===== config.mk =====
export PLATFORM = sky130hd
export DESIGN_NAME = pwm_driver
export DESIGN_NICKNAME = d
export VERILOG_FILES = /design/src/rtl/pwm_driver.sv
export SDC_FILE = /design/constraint.sdc
export NUM_CORES = 1
export LEC_CHECK = 0
export CAP_MARGIN = 15
export CORE_MARGIN = 8
export CORE_UTILIZATION = 45
export DETAILED_ROUTE_END_ITERATION = 12
export PLACE_DENSITY = 0.73
export SKIP_CTS_REPAIR_TIMING = 1
export SKIP_LAST_GASP = 1
export SLEW_MARGIN = 25
export SYNTH_ARGS = -nofsm -noshare
export SYNTH_HDL_FRONTEND = slang
export SYNTH_SLANG_ARGS = --single-unit

===== constraint.sdc =====
create_clock -name clk -period 4.7 [get_ports clk]
set_input_delay 0.94 -clock clk [delete_from_list [all_inputs] [get_ports clk]]
set_output_delay 0.94 -clock clk [all_outputs]
set_load 0.005 [all_outputs]

===== src/rtl/pwm_driver.sv =====
// Dual-channel PWM driver for the pump power stages.
// Duty commands are taken only at period boundaries and each channel's
// effective duty is slewed toward its latched target by at most RAMP_STEP
// per period, giving the pumps a soft start and soft stop.
module pwm_driver #(
  parameter int unsigned PRESCALE  = 10,
  parameter int unsigned RAMP_STEP = 4
) (
  input  logic       clk,
  input  logic       reset,
  input  logic [7:0] pwm_duty_a,
  input  logic [7:0] pwm_duty_b,
  output logic       pwm_a,
  output logic       pwm_b,
  output logic [7:0] duty_eff_a,
  output logic [7:0] duty_eff_b,
  output logic       period_tick,
  output logic       ramping
);

  localparam int unsigned CNT_W  = 16;
  localparam int unsigned DUTY_W = 8;
  localparam int unsigned CALC_W = 9;

  localparam logic [CNT_W-1:0]  PRE_LAST   = CNT_W'(PRESCALE - 1);
  localparam logic [CALC_W-1:0] STEP       = CALC_W'(RAMP_STEP);
  localparam logic [DUTY_W-1:0] PHASE_LAST = DUTY_W'(255);

  logic [CNT_W-1:0]  pre_cnt;
  logic [DUTY_W-1:0] phase;
  logic [DUTY_W-1:0] tgt_a;
  logic [DUTY_W-1:0] tgt_b;
  logic [DUTY_W-1:0] eff_a;
  logic [DUTY_W-1:0] eff_b;

  logic              adv;
  logic              boundary;
  logic [CNT_W-1:0]  pre_cnt_nxt;
  logic [DUTY_W-1:0] phase_nxt;
  logic [DUTY_W-1:0] tgt_a_nxt;
  logic [DUTY_W-1:0] tgt_b_nxt;
  logic [DUTY_W-1:0] eff_a_nxt;
  logic [DUTY_W-1:0] eff_b_nxt;

  // Move eff one slew step toward tgt; 9-bit math so nothing wraps and the
  // result never passes the target.
  function automatic logic [DUTY_W-1:0] slew(input logic [DUTY_W-1:0] eff,
                                             input logic [DUTY_W-1:0] tgt);
    logic [CALC_W-1:0] up;
    logic [CALC_W-1:0] floor_lim;
    up        = {1'b0, eff} + STEP;
    floor_lim = {1'b0, tgt} + STEP;
    if (eff < tgt) begin
      slew = (up > {1'b0, tgt}) ? tgt : up[DUTY_W-1:0];
    end else if (eff > tgt) begin
      slew = ({1'b0, eff} < floor_lim) ? tgt : eff - STEP[DUTY_W-1:0];
    end else begin
      slew = eff;
    end
  endfunction

  // Next-state for prescaler, phase, targets and effective duties.
  always_comb begin
    adv         = (pre_cnt == PRE_LAST);
    boundary    = adv && (phase == PHASE_LAST);
    pre_cnt_nxt = adv ? '0 : pre_cnt + CNT_W'(1);
    phase_nxt   = adv ? phase + DUTY_W'(1) : phase;
    tgt_a_nxt   = tgt_a;
    tgt_b_nxt   = tgt_b;
    eff_a_nxt   = eff_a;
    eff_b_nxt   = eff_b;
    if (boundary) begin
      tgt_a_nxt = pwm_duty_a;
      tgt_b_nxt = pwm_duty_b;
      eff_a_nxt = slew(eff_a, pwm_duty_a);
      eff_b_nxt = slew(eff_b, pwm_duty_b);
    end
  end

  // State and registered outputs, compared against post-update phase/duty.
  always_ff @(posedge clk) begin
    if (reset) begin
      pre_cnt     <= '0;
      phase       <= '0;
      tgt_a       <= '0;
      tgt_b       <= '0;
      eff_a       <= '0;
      eff_b       <= '0;
      pwm_a       <= 1'b0;
      pwm_b       <= 1'b0;
      period_tick <= 1'b0;
      ramping     <= 1'b0;
    end else begin
      pre_cnt     <= pre_cnt_nxt;
      phase       <= phase_nxt;
      tgt_a       <= tgt_a_nxt;
      tgt_b       <= tgt_b_nxt;
      eff_a       <= eff_a_nxt;
      eff_b       <= eff_b_nxt;
      pwm_a       <= (phase_nxt < eff_a_nxt);
      pwm_b       <= (phase_nxt < eff_b_nxt);
      period_tick <= boundary;
      ramping     <= (eff_a_nxt != tgt_a_nxt) || (eff_b_nxt != tgt_b_nxt);
    end
  end

  assign duty_eff_a = eff_a;
  assign duty_eff_b = eff_b;

endmodule


==> impl_metrics.tcl <==
set metrics [dict create \
    finalMaxSlewViolations 0 \
    floorplan.rows 39 \
    totalNegativeSetupSlack_ns 0 \
    critical_path_buf_inv_count 2 \
    post_drt_wl_per_cell_um 18.5 \
    post-route-period-util_pct 96.9 \
    postSynthNetCount 758 \
    synth.avg_cell_area_um2 7.70 \
    grt_first_pass_wirelength_mm 26.6 \
    clock_tree_from_tritoncts "built" \
    final_util_pct 57.0 \
    cap_viol_max_count 0 \
    synthesis.area_mm2 0.00522 \
    initial_utilization_pct 45.9 \
    leading_cell_types_in_the_layout_fill_and_taps_excluded "nor2_1, buf_4, ha_1" \
    ant_nets 0 \
    ys.warnings.count 0 \
    hold_path_startpoint "tgt_a[7]" \
    yosys.area.top_type "dfxtp_1" \
    grt_overflow_total 0 \
    layoutNonFillerInstCount 906 \
    dieWidth_um 124 \
    cp_slowest_stage_delay_ns 0.44 \
    synth.top_cell.area_share_pct 23.0 \
    dpl_wire_length_mm 12.9 \
    mostFrequentLayoutCell "nor2_1" \
    cts-buffers-inserted 9 \
    static_leakage_uw 0.00272 \
    fin_worst_skew_ns 0.00596 \
    setup_violations 0 \
    max_clock_freq_ghz 0.220 \
    synth-async-reset-ratio_pct 0 \
    timing.rr.start "duty_eff_b[4]" \
    hp-class "flop to flop" \
    path_clk_slew_ns 0.05 \
    worstMarginPinSlew_ns 0.884 \
    detailedRoute.firstPassIterationCount 5 \
    worst_skew_pair.late_latency_ns 0.33 \
    first_global_vias 5274 \
    gp_congestion 0.958 \
    grt_max_degree 26 \
    timing.critical_path.arrival_ns 4.72 \
    detail_route.vias_per_cell 5.99 \
    power.ir.vdd_worst_mv 0.252 \
    num_io_pins 38 \
    core_mm2 0.0114 \
    synth-edff-count 0 \
    timing.hold.ws_ns 0.464 \
    timing.final.hold_violations 0 \
    synth.top_cells.by_area "dfxtp_1, ha_1, xnor2_1, a21oi_1, nor2_1" \
    n_antenna_cell 0 \
    remaining_drc_errors 0 \
    synthDistinctLibCells 77 \
    cp_cell_sequence "clkdlybuf4s50_1 -> ha_1 -> and3_1 -> xnor2_1 -> ha_1 -> a21o_1 -> a221oi_2 -> a211oi_1 -> buf_4 -> and3_1 -> o21ai_0 -> o221ai_1 -> nor2_1 -> a21oi_1 -> ha_1 -> o211ai_1 -> a211oi_1 -> nor4_1" \
    finalCriticalPeriod_ns 4.55 \
    post_route_cells_drive_above_1_share_pct 14.4 \
    run_status "complete, no violations" \
    cts.htree.levels 3 \
    drt_wl_total_mm 16.8 \
    path_delay_family "compound AO/OA/AOI/OAI gates" \
    cts.root.buffer_cell "clkbuf_16" \
    grt_antenna_before_repair 0 \
    synth_seq_area_share_pct 23.0 \
    syn_inst 677 \
    clock_path_buffers 2 \
    crit_path_start_kind "input port" \
    layout_filler_cell_count 1059 \
    critical_path.max_fanout 10 \
    cp_slowest_cell "clkdlybuf4s50_1" \
    critical_path.endpoint_type "flop" \
    cell_with_the_most_instances_on_the_worst_path "ha_1" \
    die_h_um 124 \
    tritoncts_num_sinks 60 \
    vias 5430 \
    power_density_mw_per_mm2 203 \
    design.die.area_mm2 0.0153 \
    port_buffers 37 \
    track_usage_pct 22.0 \
    dp_cells 890 \
    ys_dominant_reg_cell "dfxtp_1" \
    drt_iter0_markers 468 \
    timing.setup.critical_path_class "input port to flop" \
    area_growth_pct 24.2 \
    yosys_register_bits 60 \
    critical_path_required_ns 4.87 \
    max-slew-margin-rel_pct 40.8 \
    timing.critical_path.from "pwm_duty_b[2]" \
    final_nets 839 \
]
## per-layer routing
layer  global-route usage (%)  share of wire [%]  vias up
li1                         -                  -     2609
met1                     28.4                 45     2618
met2                     37.0                 47      182
met3                     4.35                6.4       21
met4                     5.19                1.2        0
met5                        0                  0        -
## cells by family after synthesis
| family | Yosys count | share of synthesized area (%) |
|---|---|---|
| AOI/OAI and AO/OA | 162 | 20.1 |
| xor gates and xnor gates | 54 | 9.07 |
| adders and majority gates | 63 | 15.1 |
| buffers and inverters | 64 | 4.97 |
| DFF | 60 | 23.0 |
| muxes | 11 | 2.35 |
| and+or+nand+nor | 263 | 25.3 |
## Yosys cell counts (all sizes together) (4+ instances only)
master  instances
a211oi          7
a21o            4
a21oi          57
a221oi          4
a31oi           5
and3           11
buf             7
clkbuf         27
dfxtp          60
ha             63
inv            29
mux2i          11
nand2          63
nand3          33
nand4          14
nor2           73
nor2b          12
nor3           13
nor4            8
o211ai          7
o21ai          28
o22ai           7
o31a            5
or2             5
or3             8
xnor2          33
xor2           21
## layout make-up
type | count | area (um2) | area share, %
multi-input combinational | 553 | 3810 | 58.8
sequential | 60 | 1200 | 18.5
timing repair buffer | 104 | 873 | 13.5
clock buffer | 11 | 243 | 3.75
tap | 143 | 179 | 2.76
inverter | 30 | 113 | 1.74
clock inverter | 5 | 61.3 | 0.946
## through the flow
step | cell area (um2) | power, uW | setup slack (ns)
after floorplan | 5220 | 593 | 0.523
after global placement | 6130 | 657 | -0.186
after detailed placement | 6130 | 661 | -0.261
after CTS | 6430 | 1330 | 0.0691
after global routing | 6480 | 1360 | -0.0451
final | 6480 | 1320 | 0.146
## report_power, final
| part | leakage, uW | internal [uW] | switching, uW |
|---|---|---|---|
| combinational | 0.00210 | 63.9 | 77.6 |
| sequential | 0.000484 | 511 | 3.18 |
| clock | 0.000138 | 425 | 235 |
| total | 0.00272 | 1000 | 316 |
## worst reg2reg max path, stage by stage (launching register included)
cell	delay, ns
dfxtp_1	0.76
nand3_1	0.19
xnor2_1	0.41
ha_1	0.35
a211o_1	0.30
a21oi_1	0.18
and3b_1	0.22
o21ai_1	0.16
mux2i_1	0.31
nand2b_1	0.18
buf_4	0.13
nor2_1	0.04
a21oi_1	0.22
ha_1	0.28
o21ai_0	0.08
a211oi_1	0.11
nor4_1	0.27
## state kept, by name, indices dropped and copies added (netlist names)
name	count
tgt_b	8
duty_eff_b	8
period_tick	1
pre_cnt	16
phase	8
duty_eff_a	8
pwm_a	1
tgt_a	8
ramping	1
pwm_b	1
## final timing paths
path | endpoint | slack, ns | cells past startpoint
max reg2reg | pwm_b | 0.41 | 16
min reg2reg | tgt_a[7] | 0.46 | 2
min | tgt_a[7] | 0.46 | 2
max | pwm_b | 0.15 | 18
No activity file was read; power rests on OpenSTA's default activity.
==> RTL edit, RTL diff (same settings) <==
The output `ramping` loses its register stage (`ramping` becomes a continuous assignment).
--- a/src/rtl/pwm_driver.sv
+++ b/src/rtl/pwm_driver.sv
@@ -91,3 +91,2 @@
       period_tick <= 1'b0;
-      ramping     <= 1'b0;
     end else begin
@@ -102,5 +101,6 @@
       period_tick <= boundary;
-      ramping     <= (eff_a_nxt != tgt_a_nxt) || (eff_b_nxt != tgt_b_nxt);
     end
   end
+
+  assign ramping = (eff_a_nxt != tgt_a_nxt) || (eff_b_nxt != tgt_b_nxt);
 
Check against the original RTL: no difference found for any inputs over 10 cycles, from zero or initial values and one cycle with reset high; that may be too few to reach the edited logic, so the function may still have changed.
==> RTL edit against the original RTL <==
- the flow now finishes with violations (negative setup slack)
- final area is 25% higher
- count of clock-buffer cells in the layout is 1 higher
- synthesized area is 3.6% higher
- total power is 8.4% higher
- clock skew is 0.0043 ns higher
- wire length is 20% higher
- first-iteration DRC count is 5.8% higher
- sequential cell count is 1 lower
- setup slack worse by 0.23 ns
==> RTL edit: results (changes against the original RTL) <==
synth top area cells - dfxtp_1 22%, ha_1 15%, nor2_1 5.5% (was dfxtp_1 23%, ha_1 15%, xnor2_1 5.5%)
synth warn - 0 (unchanged)
highest routed layer - met4 (unchanged)
initial drt markers - 495 (was 468)
pin count of the biggest net entering global routing - 40 (was 26)
syn nets - 780 (was 758)
largest vdd supply drop - 0.3382 mV (was 0.2522 mV)
vias in the first global route - 5958 (was 5274)
critical path arrival - 3.85 ns (was 4.72 ns)
Max stage delay on crit path - 0.55 ns (was 0.44 ns)
status - finished with violations (was finished clean)
met3 wire length - 1.465 mm (was 1.079 mm)
Primary FF master, synth - dfxtp_1 (unchanged)
post-place setup slack - -0.9202 ns (was -0.2606 ns)
Routed met1 length - 8.784 mm (was 7.545 mm)
count of different cell masters after synthesis - 75 (was 77)
clk_skew - 0.01025 ns (was 0.005955 ns)
critical path fanouts, max - 4 (was 10)
Detail Placement HPWL - 15.08 mm (was 12.95 mm)
first-pass GRT wire length - 30.09 mm (was 26.63 mm)
crit-path leading delay family - buffers and inverters (was compound AO/OA/AOI/OAI gates)
vias - 6359 (was 5430)
met3 Track Usage GR - 0.03697 (was 0.04352)
setup TNS - -0.08640 ns (was 0 ns)
Post-Syn Instances - 699 (was 677)
synth cell count leaders - 79 x nor2_1, 63 x ha_1, 63 x nand2_1 (was 72 x nor2_1, 63 x ha_1, 63 x nand2_1)
diode count - 0 (unchanged)
fin cells - 1051 (was 906)
register area share after synthesis - 0.2186 (was 0.2303)
Final GP Congestion - 1.011 (was 0.9584)
Hold Path Class - flip-flop to flip-flop (unchanged)
Largest Register - pre_cnt (unchanged)
Final nets - 980 (was 839)
first drt pass iteration count - 4 (was 5)
Post-Place Cells - 1007 (was 890)
M2 GR Usage - 0.3700 (was 0.3704)
Global Route Usage Sum - 0.2343 (was 0.2204)
drt total wl - 20.22 mm (was 16.79 mm)
max reg flops - 16 (unchanged)
GR Util met1 - 0.3187 (was 0.2842)
CTS HTree Levels - 3 (unchanged)
Max Root-Sink Buffers - 2 (unchanged)
final setup margin - -0.08640 ns (was 0.1465 ns)
layout cell share with drive strength beyond 1 - 0.3440 (was 0.1442)
Clock transition at path regs - 0.05 ns (about the same)
actual slew at the worst max-slew pin - 0.6305 ns (was 0.8845 ns)
Fillers - 930 (was 1059)
Clock Root Buffer - clkbuf_16 (unchanged)
LEAKAGE - 3.550 nW (was 2.719 nW)
critical path's slowest cell - or4_4 (was clkdlybuf4s50_1)
failing checks - negative setup slack
WL met2 - 9.501 mm (was 7.968 mm)
Final setup viols - 1 (was 0)
[RTL edit: cell families (layout without fill, tap and decap cells)]
logic type | Yosys count | in the layout | share of synthesized area
XOR/XNOR | 50 | 50 | 0.08106
AO/OA/AOI/OAI | 179 | 179 | 0.2323
multiplexers | 9 | 9 | 0.01714
adder cells (fa/ha/maj) | 63 | 63 | 0.1459
flip-flops | 59 | 59 | 0.2186
AND/OR/NAND/NOR | 277 | 277 | 0.2573
buffers and inverters | 62 | 267 | 0.04771
[RTL edit: worst paths after layout]
| check | from | end | slack (ns) | cells after the start |
|---|---|---|---|---|
| worst max-delay path | pwm_duty_b[5] | ramping | -0.09 | 17 |
| worst min-delay path | tgt_b[4] | tgt_b[4] | 0.47 | 2 |
| worst max register to register | duty_eff_b[2] | pwm_b | 0.56 | 20 |
| worst min register to register | tgt_b[4] | tgt_b[4] | 0.47 | 2 |
[RTL edit: final cells by class]
cell class / instances / share of cell area
Clock buffer: 12 / 0.03173
Clock inverter: 4 / 0.008978
Inverter: 30 / 0.01533
Multi-Input combinational cell: 578 / 0.5537
Sequential cell: 59 / 0.1463
Tap cell: 147 / 0.02276
Timing Repair Buffer: 221 / 0.2212
[RTL edit: stage by stage]
stage               hold slack (ns)  cell area, sq um
finish                       0.4737              8083
global route                 0.4956              8083
CTS                          0.4763              7325
detailed placement           0.4699              6995
global placement             0.4573              6995
floorplan                    0.4449              5403
[RTL edit: power by group]
group / internal [mW] / leakage (nW) / total (mW) / switching, mW
clock: 0.491 / 0.159 / 0.720 / 0.228
sequential: 0.503 / 0.476 / 0.507 / 0.00320
combinational: 0.0974 / 2.92 / 0.200 / 0.102
